--- src/rtl/bus_wr_decode_pkg.sv ---
// Shared write/read target codes and default widths for the datapath bus.
// The bus multiplexer's read-select decode uses the same code constants.
package bus_wr_decode_pkg;

    localparam int N_DEF      = 17;
    localparam int W_DEF      = 12;
    localparam int ADDR_W_DEF = 8;

    typedef enum logic [3:0] {
        WR_NONE = 4'd0,
        WR_AR   = 4'd1,
        WR_PC   = 4'd2,
        WR_IR   = 4'd4,
        WR_AC   = 4'd5,
        WR_R1   = 4'd7,
        WR_R2   = 4'd8,
        WR_R3   = 4'd9,
        WR_R4   = 4'd10,
        WR_DM   = 4'd12
    } wr_code_e;

    // Codes with no write target; code 13 is instruction memory, read-only on this bus.
    function automatic logic is_unused_code(input logic [3:0] code);
        return (code == 4'd3) || (code == 4'd6) || (code == 4'd11) ||
               (code == 4'd13) || (code == 4'd14) || (code == 4'd15);
    endfunction

endpackage

--- src/rtl/bus_wr_decode_pc_reg.sv ---
// Program counter: bus load takes priority over increment; increment wraps.
module pc_reg
    import bus_wr_decode_pkg::*;
#(
    parameter int ADDR_W = ADDR_W_DEF
) (
    input  logic              clk,
    input  logic              rst_n,
    input  logic              load_i,
    input  logic [ADDR_W-1:0] load_val_i,
    input  logic              inc_i,
    output logic [ADDR_W-1:0] pc_o
);

    logic [ADDR_W-1:0] pc_q;
    logic [ADDR_W-1:0] pc_d;

    always_comb begin
        pc_d = pc_q;
        if (load_i) begin
            pc_d = load_val_i;
        end else if (inc_i) begin
            pc_d = pc_q + 1'b1;
        end
    end

    always_ff @(posedge clk) begin
        if (!rst_n) begin
            pc_q <= '0;
        end else begin
            pc_q <= pc_d;
        end
    end

    assign pc_o = pc_q;

endmodule

--- src/rtl/bus_wr_decode.sv ---
// Write-side bus decode: latches the bus into AR/PC/IR/AC/R1-R4 or issues a DM write strobe.
// Optional macro BUS_WR_ERR_CNT_EN adds a saturating count of cycles carrying unused write codes.
module bus_wr_decode
    import bus_wr_decode_pkg::*;
#(
    parameter int N      = N_DEF,
    parameter int W      = W_DEF,
    parameter int ADDR_W = ADDR_W_DEF
) (
    input  logic              clk,
    input  logic              rst_n,
    input  logic [3:0]        write_en,
    input  logic [N-1:0]      busin,
    input  logic              pc_inc,
    input  logic              ac_clr,
    input  logic              alu_we,
    input  logic [W-1:0]      alu_out,
    output logic [ADDR_W-1:0] ar,
    output logic [ADDR_W-1:0] pc,
    output logic [W-1:0]      ir,
    output logic [W-1:0]      ac,
    output logic [W-1:0]      r1,
    output logic [W-1:0]      r2,
    output logic [W-1:0]      r3,
    output logic [W-1:0]      r4,
    output logic              dm_we,
    output logic [ADDR_W-1:0] dm_addr,
    output logic [W-1:0]      dm_wdata
`ifdef BUS_WR_ERR_CNT_EN
    ,
    output logic [7:0]        wr_err_cnt
`endif
);

    logic [ADDR_W-1:0] ar_q, ar_d;
    logic [W-1:0]      ir_q, ir_d;
    logic [W-1:0]      ac_q, ac_d;
    logic [W-1:0]      r1_q, r1_d;
    logic [W-1:0]      r2_q, r2_d;
    logic [W-1:0]      r3_q, r3_d;
    logic [W-1:0]      r4_q, r4_d;
    logic              dm_we_q, dm_we_d;
    logic [ADDR_W-1:0] dm_addr_q, dm_addr_d;
    logic [W-1:0]      dm_wdata_q, dm_wdata_d;

    logic [W-1:0]      bus_w;
    logic [ADDR_W-1:0] bus_a;

    assign bus_w = busin[W-1:0];
    assign bus_a = busin[ADDR_W-1:0];

    generate
        if (N > W) begin : g_bus_hi
            logic unused_bus_hi;
            assign unused_bus_hi = ^busin[N-1:W];
        end
    endgenerate

    pc_reg #(
        .ADDR_W (ADDR_W)
    ) u_pc_reg (
        .clk        (clk),
        .rst_n      (rst_n),
        .load_i     (write_en == WR_PC),
        .load_val_i (bus_a),
        .inc_i      (pc_inc),
        .pc_o       (pc)
    );

    always_comb begin
        ar_d       = ar_q;
        ir_d       = ir_q;
        r1_d       = r1_q;
        r2_d       = r2_q;
        r3_d       = r3_q;
        r4_d       = r4_q;
        dm_we_d    = 1'b0;
        dm_addr_d  = dm_addr_q;
        dm_wdata_d = dm_wdata_q;
        case (write_en)
            WR_AR: ar_d = bus_a;
            WR_IR: ir_d = bus_w;
            WR_R1: r1_d = bus_w;
            WR_R2: r2_d = bus_w;
            WR_R3: r3_d = bus_w;
            WR_R4: r4_d = bus_w;
            WR_DM: begin
                // Address is the AR value held this cycle, not any pending update.
                dm_we_d    = 1'b1;
                dm_addr_d  = ar_q;
                dm_wdata_d = bus_w;
            end
            default: ;
        endcase
    end

    // Lower-priority AC sources in the same cycle are dropped.
    always_comb begin
        ac_d = ac_q;
        if (ac_clr) begin
            ac_d = '0;
        end else if (write_en == WR_AC) begin
            ac_d = bus_w;
        end else if (alu_we) begin
            ac_d = alu_out;
        end
    end

    always_ff @(posedge clk) begin
        if (!rst_n) begin
            ar_q       <= '0;
            ir_q       <= '0;
            ac_q       <= '0;
            r1_q       <= '0;
            r2_q       <= '0;
            r3_q       <= '0;
            r4_q       <= '0;
            dm_we_q    <= 1'b0;
            dm_addr_q  <= '0;
            dm_wdata_q <= '0;
        end else begin
            ar_q       <= ar_d;
            ir_q       <= ir_d;
            ac_q       <= ac_d;
            r1_q       <= r1_d;
            r2_q       <= r2_d;
            r3_q       <= r3_d;
            r4_q       <= r4_d;
            dm_we_q    <= dm_we_d;
            dm_addr_q  <= dm_addr_d;
            dm_wdata_q <= dm_wdata_d;
        end
    end

    assign ar       = ar_q;
    assign ir       = ir_q;
    assign ac       = ac_q;
    assign r1       = r1_q;
    assign r2       = r2_q;
    assign r3       = r3_q;
    assign r4       = r4_q;
    assign dm_we    = dm_we_q;
    assign dm_addr  = dm_addr_q;
    assign dm_wdata = dm_wdata_q;

`ifdef BUS_WR_ERR_CNT_EN
    logic [7:0] err_cnt_q, err_cnt_d;

    always_comb begin
        err_cnt_d = err_cnt_q;
        if (is_unused_code(write_en) && (err_cnt_q != 8'hFF)) begin
            err_cnt_d = err_cnt_q + 8'd1;
        end
    end

    always_ff @(posedge clk) begin
        if (!rst_n) begin
            err_cnt_q <= '0;
        end else begin
            err_cnt_q <= err_cnt_d;
        end
    end

    assign wr_err_cnt = err_cnt_q;
`endif

endmodule

--- config.mk ---
export PLATFORM = sky130hd
export DESIGN_NAME = bus_wr_decode
export DESIGN_NICKNAME = d
export VERILOG_FILES = /design/src/rtl/bus_wr_decode_pkg.sv /design/src/rtl/bus_wr_decode_pc_reg.sv /design/src/rtl/bus_wr_decode.sv
export SDC_FILE = /design/constraint.sdc
export NUM_CORES = 1
export LEC_CHECK = 0
export ABC_AREA = 1
export CAP_MARGIN = 20
export CELL_PAD_IN_SITES_DETAIL_PLACEMENT = 0
export CELL_PAD_IN_SITES_GLOBAL_PLACEMENT = 1
export CORE_MARGIN = 2
export CORE_UTILIZATION = 30
export CTS_CLUSTER_SIZE = 30
export DETAILED_ROUTE_END_ITERATION = 12
export PLACE_DENSITY = 0.85
export SETUP_SLACK_MARGIN = 0.3
export SLEW_MARGIN = 10
export SYNTH_ARGS = -nofsm -noshare
export SYNTH_HDL_FRONTEND = slang
export SYNTH_SLANG_ARGS = --single-unit
--- constraint.sdc ---
create_clock -name clk -period 1.54 [get_ports clk]
set_input_delay 0.308 -clock clk [delete_from_list [all_inputs] [get_ports clk]]
set_output_delay 0.308 -clock clk [all_outputs]
set_load 0.01 [all_outputs]
Word-level counts from Yosys, hierarchy flattened
Index checks and enable logic that the tools add are counted.

Output and inout bits: 109. Bits of input ports: 38. Register bits: 109.

Bitwise gates (word level): 1. Multiplexer cells: 5. Add/subtract/negate cells: 1. Reduce and logical (&&, ||, !) cells: 3. Equal/unequal tests: 9.

Operators by type and width (count): 12-bit 2-to-1 mux (2); 4-bit == test, second input constant (4); 8-bit 2-to-1 mux (2); 4-bit by 3-bit == test with 1-bit output, second input constant (3); 8-bit by 1-bit adder with 8-bit output, second input constant (1); 4-bit by 1-bit == test with 1-bit output, second input constant (1); 4-bit by 2-bit == test with 1-bit output, second input constant (1); 2-bit nonzero test (2); 2-bit OR reduction (1); 1-bit 2-to-1 mux (1); 1-bit NOT (1).

Depth between registers and ports, before layout
Word-level depth: 3. Mapped depth: 8. Depth with buffers taken out: 7.

Cells and area by module
A second synthesis with hierarchy kept.

Cells, all modules: 568. Area total of the unflattened synthesis: 4267.8 um2.

Modules (own cells, without submodules): bus_wr_decode (times used 1, seq. area each 2021.9 um2, cells each 498, area each 3778.6 um2); pc_reg (times used 1, seq. area each 160.2 um2, cells each 70, area each 489.2 um2).

Worst setup path before layout
Ideal clock, no wire load.

Path kind: input -> register. Start: input port write_en[1]. End: register ir_q[10] (netlist: ir[10]). Path buffers: 1. Data arrival time: 1.146 ns. Setup slack: 0.279 ns. Cell stages on the path: 7. Cell sequence: inv_1 > nand2_1 > nor3_1 > inv_1 > clkbuf_1 > nor2_1 > nor2_1.

Cells in the longest elaborated chain, start to end: 1.

Ends and longest elaborated chain: start: declaration (line bus_wr_decode.sv:12) `input logic [3:0] write_en,`; 4-bit by 3-bit == test with 1-bit output (line bus_wr_decode.sv:80) `case (write_en)`; end signal: assignment (line bus_wr_decode.sv:123) `ir_q <= ir_d;`; end: declaration (line bus_wr_decode.sv:36) `logic [W-1:0] ir_q, ir_d;`.

No other way between the ends. A chain may end at the register's enable or synchronous reset.

Final worst setup path
Start: register ar_q[1] (netlist: ar[1]). End: output port ar[1].

RTL lines: start: declaration (line bus_wr_decode.sv:35) `logic [ADDR_W-1:0] ar_q, ar_d;`; start signal: assignment (line bus_wr_decode.sv:122) `ar_q <= ar_d;`; end: declaration (line bus_wr_decode.sv:18) `output logic [ADDR_W-1:0] ar,`.

No word-level cell between the ends.

==> impl_metrics.tcl <==
set metrics [dict create \
    outcome "finished, final reports clean" \
    cp-start-kind "flip-flop" \
    syn_inst 561 \
    synth.top_cell.area_share_pct 52.0 \
    peakVddDrop_mv 0.785 \
    worst_slew_pin_slew_ns 0.361 \
    grt_antenna_before_repair 1 \
    layout.nets 780 \
    core_area_mm2 0.0138 \
    path_buf_inv 1 \
    synthArstFlopShare_pct 0 \
    slowest_stage "dfxtp_1" \
    internal_power_w 0.00457 \
    p_leak_nw 2.79 \
    grt_pass1_wl_mm 22.4 \
    hold_path_class "input pin to flip-flop" \
    synth_cell_types 22 \
    cp_cell_sequence "clkdlybuf4s15_2" \
    reg2reg_depth 7 \
    dieArea_mm2 0.0149 \
    synth_edf_count 0 \
    arrival_ns 0.91 \
    synth_area_leaders "dfxtp_1 (52%), nor2_1 (12%), o21ai_0 (9.5%)" \
    drt_first_pass_iters 5 \
    p_seq_share_pct 49.0 \
    yosysWarnings 0 \
    cts_root_buf "clkbuf_16" \
    syn-num-nets 600 \
    cts_buffers 9 \
    path_class "flip-flop to primary output" \
    maxCapViolations 0 \
    p_sw_w 0.00152 \
    drive_gt1_share_pct 38.5 \
    crit_family "flip-flops" \
    gr-total-overflow 0 \
    synth_top_cell_by_area "dfxtp_1" \
    slew_headroom_pct 75.9 \
    power.density_mw_per_mm2 951 \
    end_kind "primary output" \
    grt_max_degree 40 \
    synth.most_common_cell "nor2_1" \
    cts_sinks 109 \
    area_delta_synth_final_pct 52.7 \
    ant_nets 0 \
    cp-startpoint "ar[1]$_SDFFE_PN0N_" \
    cts_buffer_depth 2 \
    cp_num_cells 1 \
    setup_viol 0 \
    p_clk_share_pct 38.5 \
    clk_latency_ns 0.35 \
    ios 147 \
    critPathCapture "ar[1]" \
    fin_util_pct 46.5 \
    synthFlopType "dfxtp_1" \
    pwr-share-comb_pct 12.5 \
    netlist_area_mm2 0.00419 \
    viasPerCell 4.80 \
    grt_pass1_vias 4331 \
    path_clk_slew_ns 0.07 \
    slowest_delay_ns 0.34 \
    tritoncts "done" \
    switching_share_pct 24.9 \
    cts-hold-fix-buffers 0 \
    vias 4453 \
    die-height_um 122 \
    initial_core_util_pct 30.4 \
    fin_skew_ns 0.00610 \
    worst_ep_required_time_ns 1.23 \
    gp_congestion 0.827 \
    remaining_drc_errors 0 \
    fin_crit_sh_pct 79.1 \
    fp.dieW_um 122 \
    r2r-end "u_pc_reg.pc_o[6]$_SDFFE_PN0P_" \
    path_max_fanout 2 \
    dp_hpwl_mm 10.3 \
    synth-seq-cells 109 \
    drt_iter0_drc 316 \
    syn_avg_cell_area_um2 7.47 \
    final_hold_viol_count 0 \
    clock.fmax_mhz 821 \
    rsz0062_at_grt "yes" \
    wl_mm 14.5 \
    grt_util_all_layers_pct 19.6 \
    ys_seq_area_share_pct 52.0 \
    slew_viol_final 0 \
    r2r_slack_ns 0.38 \
    htree_levels 3 \
    portBuffers 141 \
    rows 43 \
    period_minus_slack_ns 1.22 \
    hold-worst-slack_ns 0.455 \
    wire_per_inst_um 15.6 \
    r2r_start "u_pc_reg.pc_o[1]$_SDFFE_PN0P_" \
    netlist_top_cells_count "nor2_1 (131), dfxtp_1 (109), o21ai_0 (80), nand3_1 (61), nand2_1 (49)" \
]
-- registers in the layout, indices dropped and copies added, names as in the netlist --
| signal | flops |
|---|---|
| u_pc_reg.pc_o | 8 |
| r3 | 12 |
| ir | 12 |
| ac | 12 |
| dm_we | 1 |
| dm_addr | 8 |
| r4 | 12 |
| ar | 8 |
| r1 | 12 |
| r2 | 12 |
| dm_wdata | 12 |
-- placed cells by master (no fill, tap or decap), types with 4 or more instances in the layout --
cell	n
inv_1	28
nand2_1	44
clkdlybuf4s50_1	27
dfxtp_2	68
inv_2	6
nor2_4	4
buf_12	4
clkdlybuf4s15_2	37
a21oi_1	33
nor2_1	127
dfxtp_1	38
o21ai_0	74
buf_4	58
clkbuf_16	9
buf_6	6
nand3_1	61
a31oi_1	12
buf_2	54
o21ai_1	8
clkbuf_2	18
-- cell type report --
cell class	count	area [µm²]
Antenna cell	1	2.50
Clock buffer	10	239
Clock inverter	6	61.3
Fill cell	1455	7370
Inverter	35	134
Multi-Input combinational cell	377	1790
Sequential cell	109	2280
Tap cell	180	225
Timing Repair Buffer	209	1680
-- power groups by stage --
stage | combinational, W | clock [W] | sequential (W)
floorplan | 0.000267 | 0 | 0.00307
global placement | 0.000773 | 0 | 0.00304
global route | 0.000835 | 0.00250 | 0.00299
finish | 0.000762 | 0.00235 | 0.00298
CTS | 0.000789 | 0.00239 | 0.00298
detailed placement | 0.000788 | 0 | 0.00304
-- tightest hold or removal path: stages --
cell     delay, ns
buf_2         0.11
inv_1         0.11
nor2_1        0.10
o21ai_0       0.08
a31oi_1       0.05
-- per-stage QoR --
stage / TNS [ns] / std cells / total power (W) / worst slack [ns] / area (µm²)
6_report: 0 / 927 / 0.00609 / 0.321 / 6400
5_1_grt: 0 / 927 / 0.00632 / 0.274 / 6400
4_1_cts: 0 / 925 / 0.00616 / 0.238 / 6690
3_5_place_dp: -29.98 / 899 / 0.00383 / -0.425 / 6140
3_3_place_gp: -26.28 / 899 / 0.00381 / -0.373 / 6140
2_1_floorplan: 0 / 561 / 0.00334 / 0.299 / 4200
-- worst min-delay path by stage --
stage,startpoint,to,depth (start not counted),slack [ns]
final,rst_n,ac[9]$_SDFFE_PP0P_,5,0.45
after global placement,r4[6]$_SDFFE_PN0N_,r4[6]$_SDFFE_PN0N_,2,0.46
after detailed placement,r4[4]$_SDFFE_PN0N_,r4[4]$_SDFFE_PN0N_,2,0.46
after CTS,rst_n,ac[0]$_SDFFE_PP0P_,5,0.45
after floorplan,busin[11],r2[11]$_SDFFE_PN0N_,2,0.44
after global routing,r4[6]$_SDFFE_PN0N_,r4[6]$_SDFFE_PN0N_,2,0.49
-- routing by layer --
metal  global-route usage (%)  wire (µm)  vias to the layer above
met5                        0          0                        -
met4                     5.39        213                        0
met3                     5.02       1010                       17
met2                     34.3       7250                      165
met1                     23.7       6010                     2078
li1                         -          -                     2193
-- cells by family (layout without fill, tap and decap cells) --
logic type	after synthesis	in the layout	share of synthesized area [%]
AND/OR/NAND/NOR	247	247	24.6
AO/OA/AOI/OAI	128	128	15.6
flip-flops	109	109	52.0
buffers and inverters	75	260	7.22
adder cells (fa/ha/maj)	1	1	0.298
XOR/XNOR	1	1	0.209
other	0	1	0
-- repair_timing --
item	4_1_cts	5_1_grt
endpoints found under the setup margin	218	108
cloned	2	0
pin swaps	2	0
resized for setup	411	88
buffers inserted	8	1
Power figures use the tool's default switching activity.
